`config.mk`:
```
export PLATFORM = sky130hd
export DESIGN_NAME = clk_period_meter
export DESIGN_NICKNAME = d
export VERILOG_FILES = /design/src/rtl/clk_period_meter.sv
export SDC_FILE = /design/constraint.sdc
export NUM_CORES = 1
export LEC_CHECK = 0
export BUFFER_PORTS_ARGS = -buffer_cell sky130_fd_sc_hd__buf_2
export CAP_MARGIN = 20
export CORE_MARGIN = 1.5
export CORE_UTILIZATION = 45
export CTS_CLUSTER_SIZE = 10
export DETAILED_ROUTE_END_ITERATION = 12
export GPL_TIMING_DRIVEN = 1
export MAX_ROUTING_LAYER = met4
export PLACE_DENSITY = 0.69
export SYNTH_ARGS = -nofsm -noshare
export SYNTH_HDL_FRONTEND = slang
export SYNTH_SLANG_ARGS = --single-unit
```
`constraint.sdc`:
```
create_clock -name clk -period 2.45 [get_ports clk]
set_clock_uncertainty 0.15 [all_clocks]
set_input_delay 0.245 -clock clk [delete_from_list [all_inputs] [get_ports clk]]
set_output_delay 0.245 -clock clk [all_outputs]
set_load 0.01 [all_outputs]
```
`src/rtl/clk_period_meter.sv`:
```
// clk_period_meter: measures period and high time of a slow square wave
// in system-clock cycles. One-cycle valid strobe per completed period,
// sticky timeout when no rising edge arrives within TIMEOUT cycles.
module clk_period_meter #(
  parameter int unsigned WIDTH   = 16,
  parameter int unsigned TIMEOUT = 65535
) (
  input  logic             clk,
  input  logic             rst,
  input  logic             en,
  input  logic             sig_in,
  output logic [WIDTH-1:0] period,
  output logic [WIDTH-1:0] high_time,
  output logic             valid,
  output logic             timeout
);

  localparam logic [WIDTH-1:0] CNT_LAST = WIDTH'(TIMEOUT - 1);

  typedef enum logic [1:0] {
    WAIT_LOW,
    ARMED,
    MEASURE
  } state_e;

  state_e           state_q;
  logic             s1_q, s2_q, s3_q;
  logic [1:0]       warm_q;
  logic [WIDTH-1:0] cnt_q;
  logic [WIDTH-1:0] ht_cap_q;
  logic [WIDTH-1:0] period_q;
  logic [WIDTH-1:0] high_time_q;
  logic             valid_q;
  logic             timeout_q;

  logic             rise_c;
  logic             fall_c;
  logic             sync_ready_c;
  logic [WIDTH-1:0] cnt_inc_c;

  assign rise_c    = s2_q & ~s3_q;
  assign fall_c    = ~s2_q & s3_q;
  assign cnt_inc_c = cnt_q + WIDTH'(1);
  // s2 only reflects the real input once the reset zeros have flushed out
  // of the synchronizer; without this a wave already high at reset release
  // would look like a fresh low level followed by a rise.
  assign sync_ready_c = warm_q[1];

  assign period    = period_q;
  assign high_time = high_time_q;
  assign valid     = valid_q;
  assign timeout   = timeout_q;

  // Two-flop synchronizer, edge-history flop and post-reset flush tracker
  always_ff @(posedge clk or posedge rst) begin
    if (rst) begin
      s1_q   <= 1'b0;
      s2_q   <= 1'b0;
      s3_q   <= 1'b0;
      warm_q <= 2'b00;
    end else begin
      s1_q   <= sig_in;
      s2_q   <= s1_q;
      s3_q   <= s2_q;
      warm_q <= {warm_q[0], 1'b1};
    end
  end

  // Measurement FSM, counter, capture and registered results
  always_ff @(posedge clk or posedge rst) begin
    if (rst) begin
      state_q     <= WAIT_LOW;
      cnt_q       <= '0;
      ht_cap_q    <= '0;
      period_q    <= '0;
      high_time_q <= '0;
      valid_q     <= 1'b0;
      timeout_q   <= 1'b0;
    end else begin
      valid_q <= 1'b0;
      if (!en) begin
        state_q <= WAIT_LOW;
        cnt_q   <= '0;
      end else begin
        case (state_q)
          WAIT_LOW: begin
            cnt_q <= '0;
            if (sync_ready_c && !s2_q) state_q <= ARMED;
          end
          ARMED: begin
            cnt_q <= '0;
            if (rise_c) state_q <= MEASURE;
          end
          MEASURE: begin
            if (fall_c) ht_cap_q <= cnt_inc_c;
            if (rise_c) begin
              // Rise wins over a simultaneous timeout; no dead cycle between periods
              period_q    <= cnt_inc_c;
              high_time_q <= ht_cap_q;
              valid_q     <= 1'b1;
              timeout_q   <= 1'b0;
              cnt_q       <= '0;
            end else if (cnt_q == CNT_LAST) begin
              timeout_q <= 1'b1;
              cnt_q     <= '0;
              state_q   <= WAIT_LOW;
            end else begin
              cnt_q <= cnt_inc_c;
            end
          end
          default: begin
            state_q <= WAIT_LOW;
            cnt_q   <= '0;
          end
        endcase
      end
    end
  end

endmodule

```
Word level (Yosys, flattened, before mapping)
Index checks and enable logic that the tools add are counted.
Operators by class
  eq/ne operators: 7
  add/subtract/negate cells: 1
  bitwise gates (word level): 4
  reductions and logical operators: 8
  muxes and demuxes: 15
Operator list (number)
  $mux 16: 4
  $add 16x1->16 const B: 1
  $eq 16x16->1 const B: 1
  $ne 3x3->1 const B: 4
  $mux 2: 5
  $reduce_and 3->1: 3
  $pmux 2 s3: 1
  $mux 1: 5
  $reduce_and 4->1: 1
  $and 1x1->1: 2
  $eq 2x1->1 const B: 1
  $eq 2x2->1 const B: 1
  $logic_not 2->1: 1
  $not 1->1: 2
  $reduce_bool 2->1: 1
  $logic_and 1x1->1: 1
  $logic_not 1->1: 1
Word-level totals
  bits in registers: 73
  output and inout port bits: 34

Depth between registers and ports, before layout
  depth in word-level cells: 5
  mapped depth: 7

Least setup slack after synthesis
No wires, ideal clock.
  kind: register to register
  from: register cnt_q[0]
  to: register period_q[12], in the netlist period[12]
  slack: 0.771 ns
  setup time: 0.128 ns
  arrival time: 1.401 ns
  cell stages (with the launch flop): 6
  period minus slack after synthesis: 1.679 ns
  buffers on the path: 0
  path through: dfrtp_1 -> ha_1 -> nand3_4 -> nor4_4 -> xnor2_1 -> a21oi_1
Between the ends
  longest elaborated chain between the ends: 1
RTL lines
  start: declaration: RTL line 29  | logic [WIDTH-1:0] cnt_q;
  start signal: assignment: RTL line 108  | cnt_q <= cnt_inc_c;
  $add 16x1->16: RTL line 43  | assign cnt_inc_c = cnt_q + WIDTH'(1);
  end signal: assignment: RTL line 98  | period_q <= cnt_inc_c;
  end: declaration: RTL line 31  | logic [WIDTH-1:0] period_q;
Every way passes these cells.
A chain may end at the register's enable or synchronous reset.

Worst setup path in the final report
  from: input port en
  to: register high_time_q[14], in the netlist high_time[14]
Between the ends
  longest elaborated chain between the ends: 1
RTL lines
  start: declaration: RTL line 10  | input logic en,
  $reduce_and 3->1 (no line)
  end signal: assignment: RTL line 99  | high_time_q <= ht_cap_q;
  end: declaration: RTL line 32  | logic [WIDTH-1:0] high_time_q;
Every way passes these cells.

==> results_dict.tcl <==
set metrics [dict create \
    synth-seq-area-share 0.628 \
    fmax_mhz 520 \
    place_congestion 0.800 \
    viasPerCell 4.93 \
    peakVddDrop_uv 460 \
    wl_per_cell_um 13.2 \
    insertion_delay_ns 0.34 \
    finalCritPeriodShare 0.784 \
    synth_seq_cells 73 \
    cp-startpoint "en" \
    p_leak_nw 1.71 \
    die_h_um 83.4 \
    area_delta_synth_final_pct 19.1 \
    top_layer_used "met4" \
    dp_hpwl_um 3190 \
    grt_pass1_vias 1826 \
    syn_avg_cell_area_um2 12.2 \
    cts_buffers 9 \
    p_total_mw 2.69 \
    hold_depth 0 \
    drive_gt1_frac 0.294 \
    initial_utilization 0.461 \
    row_count 29 \
    synth_edf_count 0 \
    place_area_um2 3200 \
    wl_met3_um 162 \
    syn_area_um2 2910 \
    cp-start-kind "input pin" \
    drt_iter0_drc 77 \
    crit_type "in2reg" \
    timing.hold.ws_ns 0.199 \
    core_area_um2 6310 \
    hold_class "reg2reg" \
    grt_use_total 0.166 \
    syn-num-nets 244 \
    grt_max_degree 74 \
    ys_async_sr_fraction 1.00 \
    io_buffers 37 \
    htreeDepth 3 \
    fin_area_um2 3460 \
    place_ws_ns 0.585 \
    ctsRootBufferMaster "clkbuf_8" \
    rr_worst_depth 4 \
    r2r_start "state_q[0]" \
    arrival_ns 2.00 \
    ys_types 29 \
    setup_tns_ns 0 \
    cp_max_fo 30 \
    rsz0062_at_grt "false" \
    cts_sinks 73 \
    grt_pass1_wl_um 8700 \
    min_period_ns 1.92 \
    post_cts_buffers 0 \
    synthTopCellsByArea "dfrtp_1, nor2_1, a21oi_1" \
    clkTransAtPathRegs_ns 0.07 \
    fp.dieW_um 83.4 \
    synth_top_area_frac 0.628 \
    cts_tree "built" \
    antenna_found_initial 0 \
    min_from "warm_q[0]" \
    end_kind "flop" \
    dieArea_um2 6960 \
    drt-total-wl_um 4830 \
    met2WireLength_um 2190 \
    cts_resized 0 \
    yosys_warnings 0 \
    post-route-drc-count 0 \
    fin_util 0.549 \
    maxSlewViolCount 0 \
    ys.flop_type "dfrtp_1" \
    fin_nets 290 \
    hold_violations 0 \
    synthCells 238 \
    ant_nets 0 \
    insertedDiodeCount 0 \
    drtPass1Iterations 4 \
    status "finished, final reports clean" \
    power_density_nw_per_um2 776 \
    met1_length_um 2350 \
    vias 1806 \
    max-clock-path-buffers 2 \
    synth_top_cell_by_area "dfrtp_1" \
    pin_count 38 \
    nFillCells 561 \
    fin_ws_ns 0.528 \
    max-cap-violations 0 \
    dp_cells 347 \
    worstPathRequired_ns 2.52 \
    fin_cells 366 \
    grt_overflow 0 \
    setup_viol 0 \
]
[cell usage after synthesis (3+ instances only)]
| library cell | n |
|---|---|
| buf_2 | 6 |
| nor3_1 | 3 |
| inv_1 | 5 |
| mux2_2 | 14 |
| xnor2_1 | 13 |
| nand2_1 | 5 |
| nor4_4 | 3 |
| a21oi_1 | 33 |
| dfrtp_1 | 73 |
| nor4_2 | 3 |
| nor2_1 | 53 |
[cell type report]
| class | instances | area (um^2) | area share |
|---|---|---|---|
| flip-flops and latches | 73 | 1830 | 0.527 |
| clock inverters | 5 | 104 | 0.0300 |
| multi-input cells | 151 | 1030 | 0.297 |
| clock buffers | 11 | 131 | 0.0379 |
| inverters | 5 | 18.8 | 0.00542 |
| repair buffers | 44 | 258 | 0.0744 |
| well taps | 77 | 96.3 | 0.0278 |
[worst max-delay path, stage by stage]
cell and delay, ns:
dlygate4sd3_1 0.52, buf_2 0.12, nand3b_1 0.21, nor2_4 0.17, buf_4 0.33, mux2_2 0.38
[final timing paths]
check | to | slack (ns)
setup / recovery | high_time[14] | 0.53
hold / removal | warm_q[1] | 0.20
setup reg to reg | high_time[14] | 0.58
hold reg to reg | warm_q[1] | 0.20
max in group asynchronous | period[2] | 1.46
min in group asynchronous | state_q[0] | 0.36
[power by group]
part	switching (mW)	internal [mW]	total, mW
Combinational	0.125	0.101	0.226
Clock	0.422	0.677	1.10
Sequential	0.0526	1.31	1.36
[cell families (layout without fill, tap and decap cells)]
| group | count (synthesis) | after routing | share of synthesized area |
|---|---|---|---|
| muxes | 16 | 16 | 0.0619 |
| and+or+nand+nor | 82 | 82 | 0.169 |
| other | 1 | 1 | 0.00129 |
| buffers and inverters | 14 | 65 | 0.0232 |
| AOI/OAI and AO/OA | 36 | 36 | 0.0654 |
| adders and majority gates | 2 | 2 | 0.00860 |
| DFF | 73 | 73 | 0.628 |
| xor gates and xnor gates | 14 | 14 | 0.0422 |
[registers in the layout, summed over array words and instances, names as in the netlist]
name and count:
valid 1, high_time 16, ht_cap_q 16, cnt_q 16
s1_q 1, period 16, s3_q 1, warm_q 2
state_q 2, timeout 1, s2_q 1
[layer usage]
metal / global-route usage / up-vias
met5: - / -
met2: 0.248 / 32
met1: 0.210 / 871
met3: 0.0378 / 12
li1: - / 891
met4: 0.0955 / 0
[what timing repair did]
item / 4_1_cts / 5_1_grt
endpoints found under the setup margin: 0 / 0
hold buffers: 3 / 0
hold endpoints to repair: 75 / 0
[cells in the final DEF, fill, tap and decap left out, types with 2 or more instances in the layout]
cell type       n
a21oi_1        33
a21oi_2         2
buf_2          37
buf_4           3
bufinv_16       3
clkbuf_1        2
clkbuf_8        9
dfrtp_1        73
dlygate4sd3_1   3
ha_1            2
inv_1           4
mux2_1          2
mux2_2         14
nand2_1         5
nand3_1         2
nand3_4         2
nand4_1         2
nand4_4         2
nor2_1         52
nor3_1          3
nor3b_1         2
nor4_2          3
nor4_4          3
xnor2_1        13
Power figures use the tool's default switching activity.
